===== config.mk =====
export PLATFORM = sky130hd
export DESIGN_NAME = irq_request_latch
export DESIGN_NICKNAME = d
export VERILOG_FILES = /design/src/rtl/irq_request_latch.sv
export SDC_FILE = /design/constraint.sdc
export NUM_CORES = 1
export LEC_CHECK = 0
export CORE_MARGIN = 2
export CORE_UTILIZATION = 40
export CTS_CLUSTER_DIAMETER = 50
export DETAILED_ROUTE_END_ITERATION = 8
export HOLD_SLACK_MARGIN = 0.1
export PLACE_DENSITY = 0.82
export SLEW_MARGIN = 30
export SYNTH_ARGS = -nofsm -noshare
export SYNTH_HDL_FRONTEND = slang
export SYNTH_SLANG_ARGS = --single-unit

===== constraint.sdc =====
create_clock -name clk -period 1.3 [get_ports clk]
set_clock_uncertainty 0.1 [all_clocks]
set_input_delay 0.325 -clock clk [delete_from_list [all_inputs] [get_ports clk]]
set_output_delay 0.325 -clock clk [all_outputs]
set_load 0.1 [all_outputs]

===== src/rtl/irq_request_latch.sv =====
// irq_request_latch: captures four request lines as pending bits, masks them,
// grants the highest eligible source (3 > 2 > 1 > 0) through a valid/ack
// handshake, and clears the served bit on acknowledge. An optional hold-off
// inserts idle cycles after each ack before the next grant.
module irq_request_latch #(
  parameter int EDGE_TRIG = 1,  // 1: pend on rising edge, 0: pend while high
  parameter int HOLDOFF   = 0   // idle cycles after each ack (0..15)
) (
  input  logic       clk,
  input  logic       rst,
  input  logic [3:0] req_in,
  input  logic [3:0] mask,
  input  logic       irq_ack,
  input  logic       overrun_clr,
  output logic       irq_valid,
  output logic [1:0] irq_id,
  output logic [3:0] pending,
  output logic [3:0] overrun
);

  typedef enum logic [1:0] {IDLE, PRESENT, HOLD} state_t;

  // Counter reload value; only meaningful when a hold-off is configured.
  localparam logic [3:0] HOLD_LOAD = (HOLDOFF > 0) ? 4'(HOLDOFF - 1) : 4'd0;

  state_t     state_reg, state_next;
  logic [3:0] cnt_reg, cnt_next;
  logic [1:0] id_reg, id_next;
  logic       valid_reg, valid_next;
  logic [3:0] req_prev_reg;
  logic [3:0] pending_reg;
  logic [3:0] overrun_reg;

  logic [3:0] rise;
  logic [3:0] set_term;
  logic [3:0] clr;
  logic [3:0] eligible;
  logic [3:0] ovr_set;
  logic [1:0] enc;

  assign rise     = req_in & ~req_prev_reg;
  assign set_term = (EDGE_TRIG != 0) ? rise : req_in;
  assign eligible = pending_reg & ~mask;
  // An edge on an already-pending source that is not being served right now is lost.
  assign ovr_set  = (EDGE_TRIG != 0) ? (rise & pending_reg & ~clr) : 4'b0000;

  // Fixed-priority encoder, highest index wins.
  always_comb begin
    enc = 2'd0;
    if (eligible[3])      enc = 2'd3;
    else if (eligible[2]) enc = 2'd2;
    else if (eligible[1]) enc = 2'd1;
  end

  // Grant FSM: next state, latched ID/valid, hold-off count and served-bit clear.
  always_comb begin
    state_next = state_reg;
    cnt_next   = cnt_reg;
    id_next    = id_reg;
    valid_next = valid_reg;
    clr        = 4'b0000;
    case (state_reg)
      IDLE: begin
        if (|eligible) begin
          state_next = PRESENT;
          id_next    = enc;
          valid_next = 1'b1;
        end
      end
      PRESENT: begin
        // The grant is frozen until acknowledged; no re-arbitration here.
        if (irq_ack) begin
          clr        = 4'b0001 << id_reg;
          valid_next = 1'b0;
          if (HOLDOFF > 0) begin
            state_next = HOLD;
            cnt_next   = HOLD_LOAD;
          end else begin
            state_next = IDLE;
          end
        end
      end
      HOLD: begin
        if (cnt_reg == 4'd0) state_next = IDLE;
        else                 cnt_next   = cnt_reg - 4'd1;
      end
      default: state_next = IDLE;
    endcase
  end

  // FSM and grant registers.
  always_ff @(posedge clk) begin
    if (rst) begin
      state_reg <= IDLE;
      cnt_reg   <= 4'd0;
      id_reg    <= 2'd0;
      valid_reg <= 1'b0;
    end else begin
      state_reg <= state_next;
      cnt_reg   <= cnt_next;
      id_reg    <= id_next;
      valid_reg <= valid_next;
    end
  end

  // Request capture: edge history, pending bits (set beats clear), sticky overrun.
  always_ff @(posedge clk) begin
    if (rst) begin
      req_prev_reg <= 4'b0000;
      pending_reg  <= 4'b0000;
      overrun_reg  <= 4'b0000;
    end else begin
      req_prev_reg <= req_in;
      pending_reg  <= (pending_reg & ~clr) | set_term;
      overrun_reg  <= (overrun_clr ? 4'b0000 : overrun_reg) | ovr_set;
    end
  end

  assign irq_valid = valid_reg;
  assign irq_id    = id_reg;
  assign pending   = pending_reg;
  assign overrun   = overrun_reg;

endmodule


==> results.md <==
Worst setup path:
- The launch instance of the worst register-to-register path is pending[1].
- The worst setup slack for register-to-register paths is 0.05 ns.
- Data on the critical path is required at its endpoint by 1.39 ns.
- The destination of the worst register-to-register timing path is irq_id[0].
- The top fanout value on the critical path is 3.
- STA classifies the critical path startpoint as an input port.
- The element type at the critical path end is a flop.
- For the worst setup path, the data arrival time is 1.37 ns.
- The worst setup path is of the input port to flop kind.
- The cell count of the worst reg-to-reg path is 5.

Placed design:
- Routability-driven placement finished with a final weighted congestion of 0.7406.
- In this run the tool buffered the top-level ports with 22 buffer cells.
- At the placement stage, the worst setup path has a slack of -0.2999 ns.
- The area of placed instances is 993.5 sq um.
- The wire-length estimate of the detail-placed layout is 1018 um.

Logic synthesis:
- During synthesis, Yosys emitted a total of 0 warnings.
- The number of nets in the synthesized netlist is 72.
- The share of the synthesized area in the top cell type is 0.5117.
- Yosys attributes the largest share of cell area to dfxtp_1 51%, nand2b_1 6.4%, a21oi_1 5.1%.
- The synthesized area per cell is 9.780 sq um.
- The biggest area consumer among synthesized cells is dfxtp_1.
- The combined area of all synthesized cells is 586.8 sq um.
- The gate count after technology mapping is 60.
- In this run, synthesis produced a sequential element count of 15.
- After synthesis, the netlist uses 19 different library cells.
- The proportion of synthesized chip area in sequential cells is 0.5117.

Clock network:
- The tree is rooted in a clkbuf_4.
- The clock latency reported for the late side of the worst-skew pair is 0.29 ns.
- In this run the number of H-tree levels came out at 1.
- Clock-pin slew was measured on the worst setup and hold paths at 0.08 ns.
- Buffers inserted during clock tree synthesis total 3.
- In this run, post-CTS hold repair placed 0 buffers.
- The number of sinks handled by clock tree synthesis is 15.
- Counting along the longest clock path gives a buffer depth of 2.
- The TritonCTS clock tree is yes.

Floorplan:
- For this configuration, the core starts out at a cell density of 0.4400.
- The row count is 13.
- The die width is 42.30 um.
- The number of placed I/O pins is 23.
- In this run the standard cell core region covers 1334 sq um.
- The die covers 1789 sq um.
- The floorplan step set the die height to 42.30 um.

STA:
- The count of pins over their slew limit is 0.
- Setup repair after global routing could not meet its margin everywhere.
- The worst slew slack as a fraction of its limit is 0.7731.
- Static timing analysis puts the maximum clock frequency at 0.7805 GHz.
- The share of the cycle needed by the critical path after routing is 0.9855.
- The final-report hold violation count came to 0.
- The time the worst path needs with I/O delays and setup is 1.281 ns.
- The final sum of negative setup slack is 0 ns.
- Once routing completed, OpenROAD measured the worst setup slack at 0.01882 ns.
- The worst-margin pin slew is 0.3375 ns.
- The final setup violation count is 0.

Cells and area:
- In the final layout, flip-flops and latches occupy 331.6 sq um.
- The count of antenna diodes in the layout is 0.
- Leaving out fill and tap cells, the most frequent cell in the layout is buf_12.
- The number of nets at the end of the flow is 106.
- The cell area after layout is 1085 sq um.
- In the layout the commonest cells are 11 x buf_12, 10 x clkdlybuf4s50_1, 8 x buf_4, 7 x dfxtp_4, 6 x a21oi_1.
- From synthesis to final layout, the design area changed by 84.86%.
- The share of post-route cells with drive strength above 1 is 0.4409.
- Fill cells in the final layout number 84.
- The area of the multi-input gates is 304.0 sq um.

Pwr:
- The reported net switching power is 467.9 uW.
- Of the total power, the clock network draws 0.208.
- Of the total power, registers draw 0.415.
- The maximum vdd ir drop is 0.0008120 V.
- Power spread over the standard cell area amounts to 1182 nW/um^2.
- The leakage power figure is 0.4454 nW.
- The internal power is 813.9 uW.
- The fraction of power spent switching nets is 0.3651.
- The fraction of power consumed by combinational cells is 0.377.

Global route:
- The total overflow left after global routing is 0.
- The first global-routing pass estimated 2166 um of wire.
- The via count of the first global-routing pass is 534.
- The initial antenna violation count is 0.
- The global-route usage over all layers is 0.1693.
- Entering global routing, the biggest net connects 9 pins.

Hold path:
- The startpoint of the lowest-slack hold path is irq_ack.
- The endpoint with the worst hold slack is irq_valid.
- The worst hold path belongs to the class input port to flop.
- The cell depth of the worst min-delay path is 4.

Drt:
- In the final routed layout, each cell accounts on average for 13.78 um.
- Dividing the detail-routed via count by the number of cells gives 5.435.
- The count of nets left with antenna violations once routing finished came out at 0.
- The first detailed-routing pass ran for 4 iterations.
- The final route contains 587 vias.
- The DRC marker count from the first detailed-route iteration is 6.
- The detailed-route DRC error count is 0.
- The wire length reported by the detailed router is 1488 um.

Job:
- The max-capacitance violation count is 0.

Outcome:
- The flow ran to the end, and the final reports show no timing, DRC or antenna violations.
[power groups by stage]
stage | clock (mW) | combinational (mW) | sequential (mW)
finish | 0.266 | 0.483 | 0.532
global placement | 0 | 0.426 | 0.553
CTS | 0.276 | 0.441 | 0.540
detailed placement | 0 | 0.431 | 0.554
floorplan | 0 | 0.0793 | 0.724
global route | 0.297 | 0.503 | 0.536
[area by class of cell]
cell class              instances  share of cell area
well taps                      15             0.01730
flip-flops and latches         15              0.3057
multi-input cells              41              0.2803
inverters                       3             0.01038
repair buffers                 30              0.3622
clock buffers                   4             0.02422
[cells by family (layout without fill, tap and decap cells)]
| logic type | after synthesis | in the layout | synth area share |
|---|---|---|---|
| AO/OA/AOI/OAI | 18 | 18 | 0.2196 |
| flip-flops | 15 | 15 | 0.5117 |
| AND/OR/NAND/NOR | 23 | 23 | 0.2431 |
| buffers and inverters | 4 | 37 | 0.02558 |
[stage by stage]
stage	hold WS, ns	power (mW)	utilization	std cells
2_1_floorplan	0.2966	0.8033	-	60
3_3_place_gp	0.3838	0.9796	0.7448	98
3_5_place_dp	0.3912	0.9844	0.7448	98
4_1_cts	0.4037	1.257	0.7702	103
5_1_grt	0.3431	1.336	0.8133	108
6_report	0.3524	1.282	0.8133	108
[critical path: stages]
cell and delay [ns]:
clkdlybuf4s50_1 0.42, nand2b_4 0.16, a41oi_2 0.20, nor2_1 0.07, a311oi_1 0.20
[how the worst max path moves through the flow]
stage | from | endpoint | slack, ns | depth (start not counted)
3_3_place_gp | mask[2] | irq_id[0] | -0.29 | 4
4_1_cts | mask[2] | irq_id[0] | 0.008 | 5
2_1_floorplan | irq_valid | overrun[2] | -0.03 | 4
3_5_place_dp | mask[2] | irq_id[0] | -0.30 | 4
5_1_grt | mask[1] | irq_id[0] | -0.02 | 5
6_report | mask[0] | irq_id[0] | 0.02 | 5
[what timing repair did]
action / 4_1_cts / 5_1_grt
setup endpoints to repair: 2 / 10
pin swaps: 1 / 3
resized for setup: 0 / 5
buffers inserted: 1 / 5
[cell usage after synthesis, drive strengths merged]
| master | number |
|---|---|
| clkbuf | 1 |
| o21ai | 3 |
| nand2 | 1 |
| nand3 | 4 |
| inv | 3 |
| nand2b | 8 |
| or2b | 1 |
| a311oi | 1 |
| o31ai | 5 |
| nor2 | 4 |
| a41oi | 1 |
| nor2b | 4 |
| a2bb2oi | 1 |
| nand4 | 1 |
| dfxtp | 15 |
| a21oi | 6 |
| a21o | 1 |
[routing by layer]
layer	wire length, um	track usage	vias to the layer above	part of all wire
met2	731	0.2769	22	0.49
met1	619	0.1760	277	0.42
li1	-	-	281	-
met3	93	0.08190	7	0.063
met4	42	0.09375	0	0.028
met5	0	0	-	0
Note: power is estimated with default switching activity, not from simulation.
